$ cat config.mk
export PLATFORM = sky130hd
export DESIGN_NAME = dmem_nic_access_ctrl
export DESIGN_NICKNAME = d
export VERILOG_FILES = /design/src/rtl/dmem_nic_access_ctrl_pkg.sv /design/src/rtl/dmem_nic_access_ctrl_access_timer.sv /design/src/rtl/dmem_nic_access_ctrl.sv
export SDC_FILE = /design/constraint.sdc
export NUM_CORES = 1
export LEC_CHECK = 0
export BUFFER_PORTS_ARGS = -buffer_cell sky130_fd_sc_hd__buf_2
export CAP_MARGIN = 15
export CORE_AREA = 2 2 225 227
export CTS_CLUSTER_DIAMETER = 80
export CTS_CLUSTER_SIZE = 8
export DETAILED_ROUTE_END_ITERATION = 12
export DIE_AREA = 0 0 227 229
export GPL_TIMING_DRIVEN = 0
export PLACE_DENSITY = 0.39
export REMOVE_ABC_BUFFERS = 1
export SYNTH_ARGS = -nofsm -noshare
export SYNTH_HDL_FRONTEND = slang
export SYNTH_SLANG_ARGS = --single-unit
$ cat constraint.sdc
create_clock -name clk -period 2.4 [get_ports clk]
set_input_delay 0.12 -clock clk [delete_from_list [all_inputs] [get_ports clk]]
set_output_delay 0.12 -clock clk [all_outputs]
set_load 0.02 [all_outputs]
$ cat src/rtl/dmem_nic_access_ctrl_pkg.sv
// Shared types and constants for the stage-3 DMEM/NIC access sequencer.
package dmem_nic_access_ctrl_pkg;

    typedef enum logic [2:0] {
        StIdle,
        StDmemAcc,
        StDmemRsp,
        StNicAcc,
        StAck
    } state_e;

    // NIC register window offsets
    localparam logic [1:0] NicChInBuf   = 2'd0;
    localparam logic [1:0] NicChInStat  = 2'd1;
    localparam logic [1:0] NicChOutBuf  = 2'd2;
    localparam logic [1:0] NicChOutStat = 2'd3;

    function automatic int unsigned timer_width(input int unsigned limit);
        return (limit < 1) ? 1 : $clog2(limit + 1);
    endfunction

endpackage

$ cat src/rtl/dmem_nic_access_ctrl_access_timer.sv
// Saturating event counter: clear, step, and flag once Limit steps have been counted.
module dmem_nic_access_ctrl_access_timer
    import dmem_nic_access_ctrl_pkg::*;
#(
    parameter int unsigned Limit = 7
) (
    input  logic clk,
    input  logic rst,
    input  logic clear,
    input  logic step,
    output logic expired
);

    localparam int unsigned W = timer_width(Limit);
    localparam logic [W-1:0] LimitVal = W'(Limit);

    logic [W-1:0] cnt_q, cnt_d;

    always_comb begin
        cnt_d = cnt_q;
        if (clear) begin
            cnt_d = '0;
        end else if (step && (cnt_q != LimitVal)) begin
            cnt_d = cnt_q + 1'b1;
        end
    end

    always_ff @(posedge clk or negedge rst) begin
        if (!rst) begin
            cnt_q <= '0;
        end else begin
            cnt_q <= cnt_d;
        end
    end

    assign expired = (cnt_q == LimitVal);

endmodule

$ cat src/rtl/dmem_nic_access_ctrl.sv
// Stage-3 memory-access sequencer: serialises CPU loads/stores onto DMEM or the NIC window,
// sharing DMEM with an external loader port.
module dmem_nic_access_ctrl
    import dmem_nic_access_ctrl_pkg::*;
#(
    parameter int unsigned DATA_WIDTH          = 64,
    parameter int unsigned DMEM_ADDRESS_LENGTH = 16,
    parameter int unsigned NIC_ADDR_WIDTH      = 2,
    parameter int unsigned NIC_TIMEOUT         = 15,
    parameter int unsigned EXT_MAX_WAIT        = 7
) (
    input  logic                           clk,
    input  logic                           rst,
    input  logic                           cpu_req,
    input  logic                           cpu_wr,
    input  logic                           cpu_nic_sel,
    input  logic [DMEM_ADDRESS_LENGTH-1:0] cpu_addr,
    input  logic [DATA_WIDTH-1:0]          cpu_wdata,
    output logic                           cpu_stall,
    output logic                           cpu_ack,
    output logic [DATA_WIDTH-1:0]          cpu_rdata,
    input  logic                           ext_req,
    input  logic                           ext_wr,
    input  logic [DMEM_ADDRESS_LENGTH-1:0] ext_addr,
    input  logic [DATA_WIDTH-1:0]          ext_wdata,
    output logic                           ext_gnt,
    output logic                           ext_rvalid,
    output logic [DATA_WIDTH-1:0]          ext_rdata,
    output logic                           dmem_en,
    output logic                           dmem_wr_en,
    output logic [DMEM_ADDRESS_LENGTH-1:0] dmem_addr,
    output logic [DATA_WIDTH-1:0]          dmem_din,
    input  logic [DATA_WIDTH-1:0]          dmem_dout,
    output logic                           nic_en,
    output logic                           nic_wr_en,
    output logic [NIC_ADDR_WIDTH-1:0]      nic_addr,
    output logic [DATA_WIDTH-1:0]          nic_din,
    input  logic [DATA_WIDTH-1:0]          nic_dout,
    input  logic                           nic_ready,
    output logic                           err_timeout
);

    state_e                         state_q, state_d;
    logic                           ext_q, ext_d;
    logic                           wr_q, wr_d;
    logic [DMEM_ADDRESS_LENGTH-1:0] addr_q, addr_d;
    logic [DATA_WIDTH-1:0]          wdata_q, wdata_d;
    logic [DATA_WIDTH-1:0]          data_q, data_d;
    logic                           err_q, err_d;
    logic                           grant_ext, grant_cpu;
    logic                           wait_expired, tmo_expired;
    logic                           in_dmem_acc, in_nic_acc, in_ack;

    // Ext starvation guard: counts arbitrations the loader loses to the CPU.
    dmem_nic_access_ctrl_access_timer #(
        .Limit(EXT_MAX_WAIT)
    ) u_ext_wait (
        .clk    (clk),
        .rst    (rst),
        .clear  (grant_ext),
        .step   (grant_cpu & ext_req),
        .expired(wait_expired)
    );

    // Counts NIC cycles without nic_ready; expiry on the NIC_TIMEOUT-th cycle.
    dmem_nic_access_ctrl_access_timer #(
        .Limit(NIC_TIMEOUT - 1)
    ) u_nic_tmo (
        .clk    (clk),
        .rst    (rst),
        .clear  (state_q == StIdle),
        .step   (in_nic_acc & ~nic_ready),
        .expired(tmo_expired)
    );

    always_comb begin
        state_d   = state_q;
        ext_d     = ext_q;
        wr_d      = wr_q;
        addr_d    = addr_q;
        wdata_d   = wdata_q;
        data_d    = data_q;
        err_d     = err_q;
        grant_ext = 1'b0;
        grant_cpu = 1'b0;
        unique case (state_q)
            StIdle: begin
                data_d = '0;
                if (ext_req && (!cpu_req || wait_expired)) begin
                    grant_ext = 1'b1;
                    state_d   = StDmemAcc;
                    ext_d     = 1'b1;
                    wr_d      = ext_wr;
                    addr_d    = ext_addr;
                    wdata_d   = ext_wdata;
                end else if (cpu_req) begin
                    grant_cpu = 1'b1;
                    state_d   = cpu_nic_sel ? StNicAcc : StDmemAcc;
                    ext_d     = 1'b0;
                    wr_d      = cpu_wr;
                    addr_d    = cpu_addr;
                    wdata_d   = cpu_wdata;
                end
            end
            StDmemAcc: state_d = wr_q ? StAck : StDmemRsp;
            StDmemRsp: begin
                data_d  = dmem_dout;
                state_d = StAck;
            end
            StNicAcc: begin
                if (nic_ready) begin
                    if (!wr_q) begin
                        data_d = nic_dout;
                    end
                    state_d = StAck;
                end else if (tmo_expired) begin
                    err_d   = 1'b1;
                    state_d = StAck;
                end
            end
            StAck:   state_d = StIdle;
            default: state_d = StIdle;
        endcase
    end

    always_ff @(posedge clk or negedge rst) begin
        if (!rst) begin
            state_q <= StIdle;
            ext_q   <= 1'b0;
            wr_q    <= 1'b0;
            addr_q  <= '0;
            wdata_q <= '0;
            data_q  <= '0;
            err_q   <= 1'b0;
        end else begin
            state_q <= state_d;
            ext_q   <= ext_d;
            wr_q    <= wr_d;
            addr_q  <= addr_d;
            wdata_q <= wdata_d;
            data_q  <= data_d;
            err_q   <= err_d;
        end
    end

    assign in_dmem_acc = (state_q == StDmemAcc);
    assign in_nic_acc  = (state_q == StNicAcc);
    assign in_ack      = (state_q == StAck);

    assign dmem_en     = in_dmem_acc;
    assign dmem_wr_en  = in_dmem_acc & wr_q;
    assign dmem_addr   = in_dmem_acc ? addr_q : '0;
    assign dmem_din    = (in_dmem_acc & wr_q) ? wdata_q : '0;

    assign nic_en      = in_nic_acc;
    assign nic_wr_en   = in_nic_acc & wr_q;
    assign nic_addr    = in_nic_acc ? addr_q[NIC_ADDR_WIDTH-1:0] : '0;
    assign nic_din     = (in_nic_acc & wr_q) ? wdata_q : '0;

    assign cpu_ack     = in_ack & ~ext_q;
    assign cpu_rdata   = cpu_ack ? data_q : '0;
    assign cpu_stall   = cpu_req & ~cpu_ack;
    assign ext_gnt     = in_dmem_acc & ext_q;
    assign ext_rvalid  = in_ack & ext_q & ~wr_q;
    assign ext_rdata   = ext_rvalid ? data_q : '0;
    assign err_timeout = err_q;

endmodule
==> results_dict.tcl <==
set metrics [dict create \
    core-area_um2 49700 \
    power.ir.vdd_worst_mv 0.475 \
    post_drt_wl_per_cell_um 17.9 \
    worst_setup_hold_path_clk_slew_ns 0.06 \
    r2r_end "data_q[52]" \
    post_synth_fa_ha_maj_area_fraction_pct 0.532 \
    timing_worst_slew_pin_value_ns 0.676 \
    final_critical_period_ns 2.41 \
    final.period_utilization_pct 100 \
    drv.max_cap_violation_count 0 \
    combinational_family_with_the_most_area_after_synthesis "simple AND/OR/NAND/NOR gates" \
    post-route-worst-setup-slack_ns -0.00911 \
    fraction_of_layout_instances_using_a_drive_strength_above_1_pct 41.9 \
    synth_xor_area_share_pct 0 \
    layout.area.seq_um2 3940 \
    first_global_vias 10156 \
    area_of_the_mapped_netlist_um2 9400 \
    ioPinCount 579 \
    hold_class "input pin to register" \
    cell_internal_pwr_mw 8.03 \
    synth.avg_cell_area_um2 9.27 \
    gr-max-usage-layer "met2" \
    yosys_register_bits 157 \
    maxClockFrequency_ghz 0.415 \
    fp-row-count 82 \
    p_seq_share_pct 34.3 \
    met3_global_route_usage_pct 3.73 \
    cpMostUsedCell "sky130_fd_sc_hd__buf_6" \
    design.final.nets 2062 \
    synth_edf_count 0 \
    final.setup.tns_ns -0.0362 \
    antenna_found_initial 3 \
    clk-insertion-delay-late_ns 0.45 \
    drt.antenna.violating_nets 0 \
    multi_input_comb_area_um2 5340 \
    violations "negative setup slack" \
    timing.hold.worst_path_depth 3 \
    ys_types 34 \
    critical_path.cell_chain "buf_4 > nor2_4 > nand2_4 > nor3b_4 > buf_6 > buf_12 > clkbuf_16 > and2_4 > buf_6" \
    start_kind "register" \
    fin_total_pwr_mw 13.7 \
    number_of_buffers_inserted_by_port_buffering 578 \
    cts_tree "done" \
    grt_usage_pct 15.5 \
    endpoint_kind "output port" \
    grt_util_met1_pct 17.6 \
    drt_first_iter_violations 372 \
    crit-reg2reg-launch "state_q[0]" \
    cp-endpoint "ext_rdata[13]" \
    worst_ep_required_time_ns 2.28 \
    globalRouteOverflowTotal 0 \
    arrival_ns 2.29 \
    cts-htree-levels 4 \
    drt_first_pass_iters 4 \
    drc 0 \
    synth_simple_gate_area_share_pct 26.2 \
    die_area_um2 52000 \
    switching_share_pct 41.6 \
    critical-path-slowest-cell "sky130_fd_sc_hd__dfrtp_2" \
    clk_path_buf_depth 2 \
    clkSinkCount 157 \
    synth_ff_type "sky130_fd_sc_hd__dfrtp_1" \
    root_buffer "sky130_fd_sc_hd__clkbuf_16" \
    synth-compound-area-share_pct 11.5 \
    clock-skew-final_ns 0.0112 \
    p_comb_share_pct 45.3 \
    max-slew-margin-rel_pct 54.9 \
    synth_sequential_area_ratio_pct 41.8 \
    path_class "register to output port" \
    area_overhead_vs_synth_pct 76.7 \
    finalHoldViolations 0 \
    die_width_um 227 \
    post_synth_inst_count 1014 \
    fillers 5236 \
    run_status "complete, but fails checks" \
    cp_max_fo 7 \
    power_per_cell_area_nw_per_um2 827 \
    setup_repair_after_global_routing_missed_its_margin "yes" \
    p_switching_mw 5.71 \
    post_synth_mux_area_share_pct 15.4 \
    max_stage_delay_ns 0.46 \
    cts_buffers 17 \
    clock_power_share_pct 20.4 \
    post_drt_via_cell_ratio 4.14 \
    layout.cells.most_common_list "sky130_fd_sc_hd__buf_2, sky130_fd_sc_hd__and2_1, sky130_fd_sc_hd__dlygate4sd3_1" \
    chipHeight_um 229 \
    r2r_slack_ns 0.16 \
    final_weighted_congestion_of_routability_driven_global_placement 0.815 \
    grt_start_max_net_pins 84 \
    hpwlAfterDp_um 30000 \
    grt_util_met2_pct 27.7 \
    timing.critical_path.from "state_q[1]" \
    detail_route.wirelength_um 43800 \
    reg2reg_depth 5 \
    slew_viol_final 0 \
    number_of_warnings_printed_during_yosys_synthesis 0 \
    dr_total_vias 10138 \
    grt_first_pass_wirelength_um 60900 \
    asyncSetResetFlopFracSynth_pct 100 \
    final-setup-viol-count 10 \
    cellLeakagePower_nw 8.75 \
    final_common_cell "sky130_fd_sc_hd__buf_2" \
    start_util_pct 18.9 \
    preCtsSetupSlack_ns -0.291 \
]
==> worst min path at each step <==
| stage | startpoint | endpoint | slack (ns) |
|---|---|---|---|
| after floorplan | rst | addr_q[0] | -0.18 |
| after global placement | ext_addr[12] | addr_q[12] | 0.40 |
| after detailed placement | rst | addr_q[2] | 0.15 |
| after CTS | nic_dout[17] | data_q[17] | 0.0003 |
| after global routing | dmem_dout[63] | data_q[63] | 0.01 |
| final | cpu_wdata[33] | wdata_q[33] | 0.01 |
==> metrics by stage <==
stage | util [%] | hold slack (ns) | instances | area [um2]
CTS | 31.7 | 0.000281 | 2425 | 15700
floorplan | - | -0.176 | 927 | 8990
detailed placement | 26.5 | 0.150 | 2195 | 13200
global placement | 25.6 | 0.398 | 2177 | 12700
finish | 33.5 | 0.0134 | 2448 | 16600
global route | 33.5 | 0.0146 | 2448 | 16600
==> cells by family after synthesis <==
family | after synthesis
compound gates | 163
buf+inv | 89
flops | 157
simple gates | 456
mux | 145
fa+ha+maj | 4
==> cells in the mapped netlist, types with 2 or more instances <==
cell type                    n  area (um2)
sky130_fd_sc_hd__buf_2      26         130
sky130_fd_sc_hd__nand2_1   156         586
sky130_fd_sc_hd__o31ai_1    48         360
sky130_fd_sc_hd__o21ai_1    14        70.1
sky130_fd_sc_hd__nor2b_1     3        18.8
sky130_fd_sc_hd__nand2b_1    2        12.5
sky130_fd_sc_hd__clkbuf_2   11        55.1
sky130_fd_sc_hd__mux2i_1   145        1450
sky130_fd_sc_hd__buf_4       9        67.6
sky130_fd_sc_hd__nor3_1      3        15.0
sky130_fd_sc_hd__inv_1       2        7.51
sky130_fd_sc_hd__and3_1      3        18.8
sky130_fd_sc_hd__o21ai_0    72         360
sky130_fd_sc_hd__a21oi_1     4        20.0
sky130_fd_sc_hd__nor2_1      7        26.3
sky130_fd_sc_hd__clkbuf_1   40         150
sky130_fd_sc_hd__a211oi_1    2        15.0
sky130_fd_sc_hd__dfrtp_1   157        3930
sky130_fd_sc_hd__a41o_1      2        20.0
sky130_fd_sc_hd__ha_1        4        50.1
sky130_fd_sc_hd__nand3_1     3        15.0
sky130_fd_sc_hd__a21o_1      2        15.0
sky130_fd_sc_hd__and2_1    273        1710
sky130_fd_sc_hd__o31ai_2    16         200
==> layout make-up <==
type	instances	area share, %
diodes	1	0.0151
clock buffers	22	2.85
clock inverters	10	0.678
inverters	2	0.0452
multi-input cells	773	32.1
flip-flops and latches	157	23.7
well taps	672	5.06
repair buffers	811	35.5
==> what timing repair did <==
| item | 4_1_cts | 5_1_grt |
|---|---|---|
| buffers inserted | 7 | 12 |
| endpoints found under the hold margin | 173 | 0 |
| cloned | 3 | 11 |
| endpoints found under the setup margin | 273 | 158 |
| pin swaps | 4 | 12 |
| hold buffers | 188 | 0 |
| gates resized for setup | 12 | 201 |
==> state kept, by name, indices dropped and copies added, names as in the netlist <==
register,flops
data_q,64
wdata_q,64
addr_q,16
u_nic_tmo.cnt_q,4
state_q,3
u_ext_wait.cnt_q,3
err_timeout,1
ext_q,1
wr_q,1
==> critical path: cells and delay by family, from the launching register on <==
kind | cells | cell delay, ns
flops | 1 | 0.46
buf+inv | 5 | 0.77
simple gates | 4 | 0.59
==> power groups by stage <==
stage / Combinational (mW) / Clock (mW) / Sequential, mW
after floorplan: 3.27 / 0 / 4.53
after global placement: 4.66 / 0 / 4.75
after detailed placement: 5.45 / 0 / 4.75
after CTS: 5.94 / 2.93 / 4.71
after global routing: 6.88 / 3.04 / 4.91
final: 6.22 / 2.81 / 4.71
==> per-layer routing <==
layer / vias to the layer above / routed length, um
met2: 336 / 22200
met1: 4804 / 17900
met3: 79 / 2320
li1: 4915 / -
met5: - / 14
met4: 4 / 1480
Note: power is estimated with default switching activity, not from simulation.
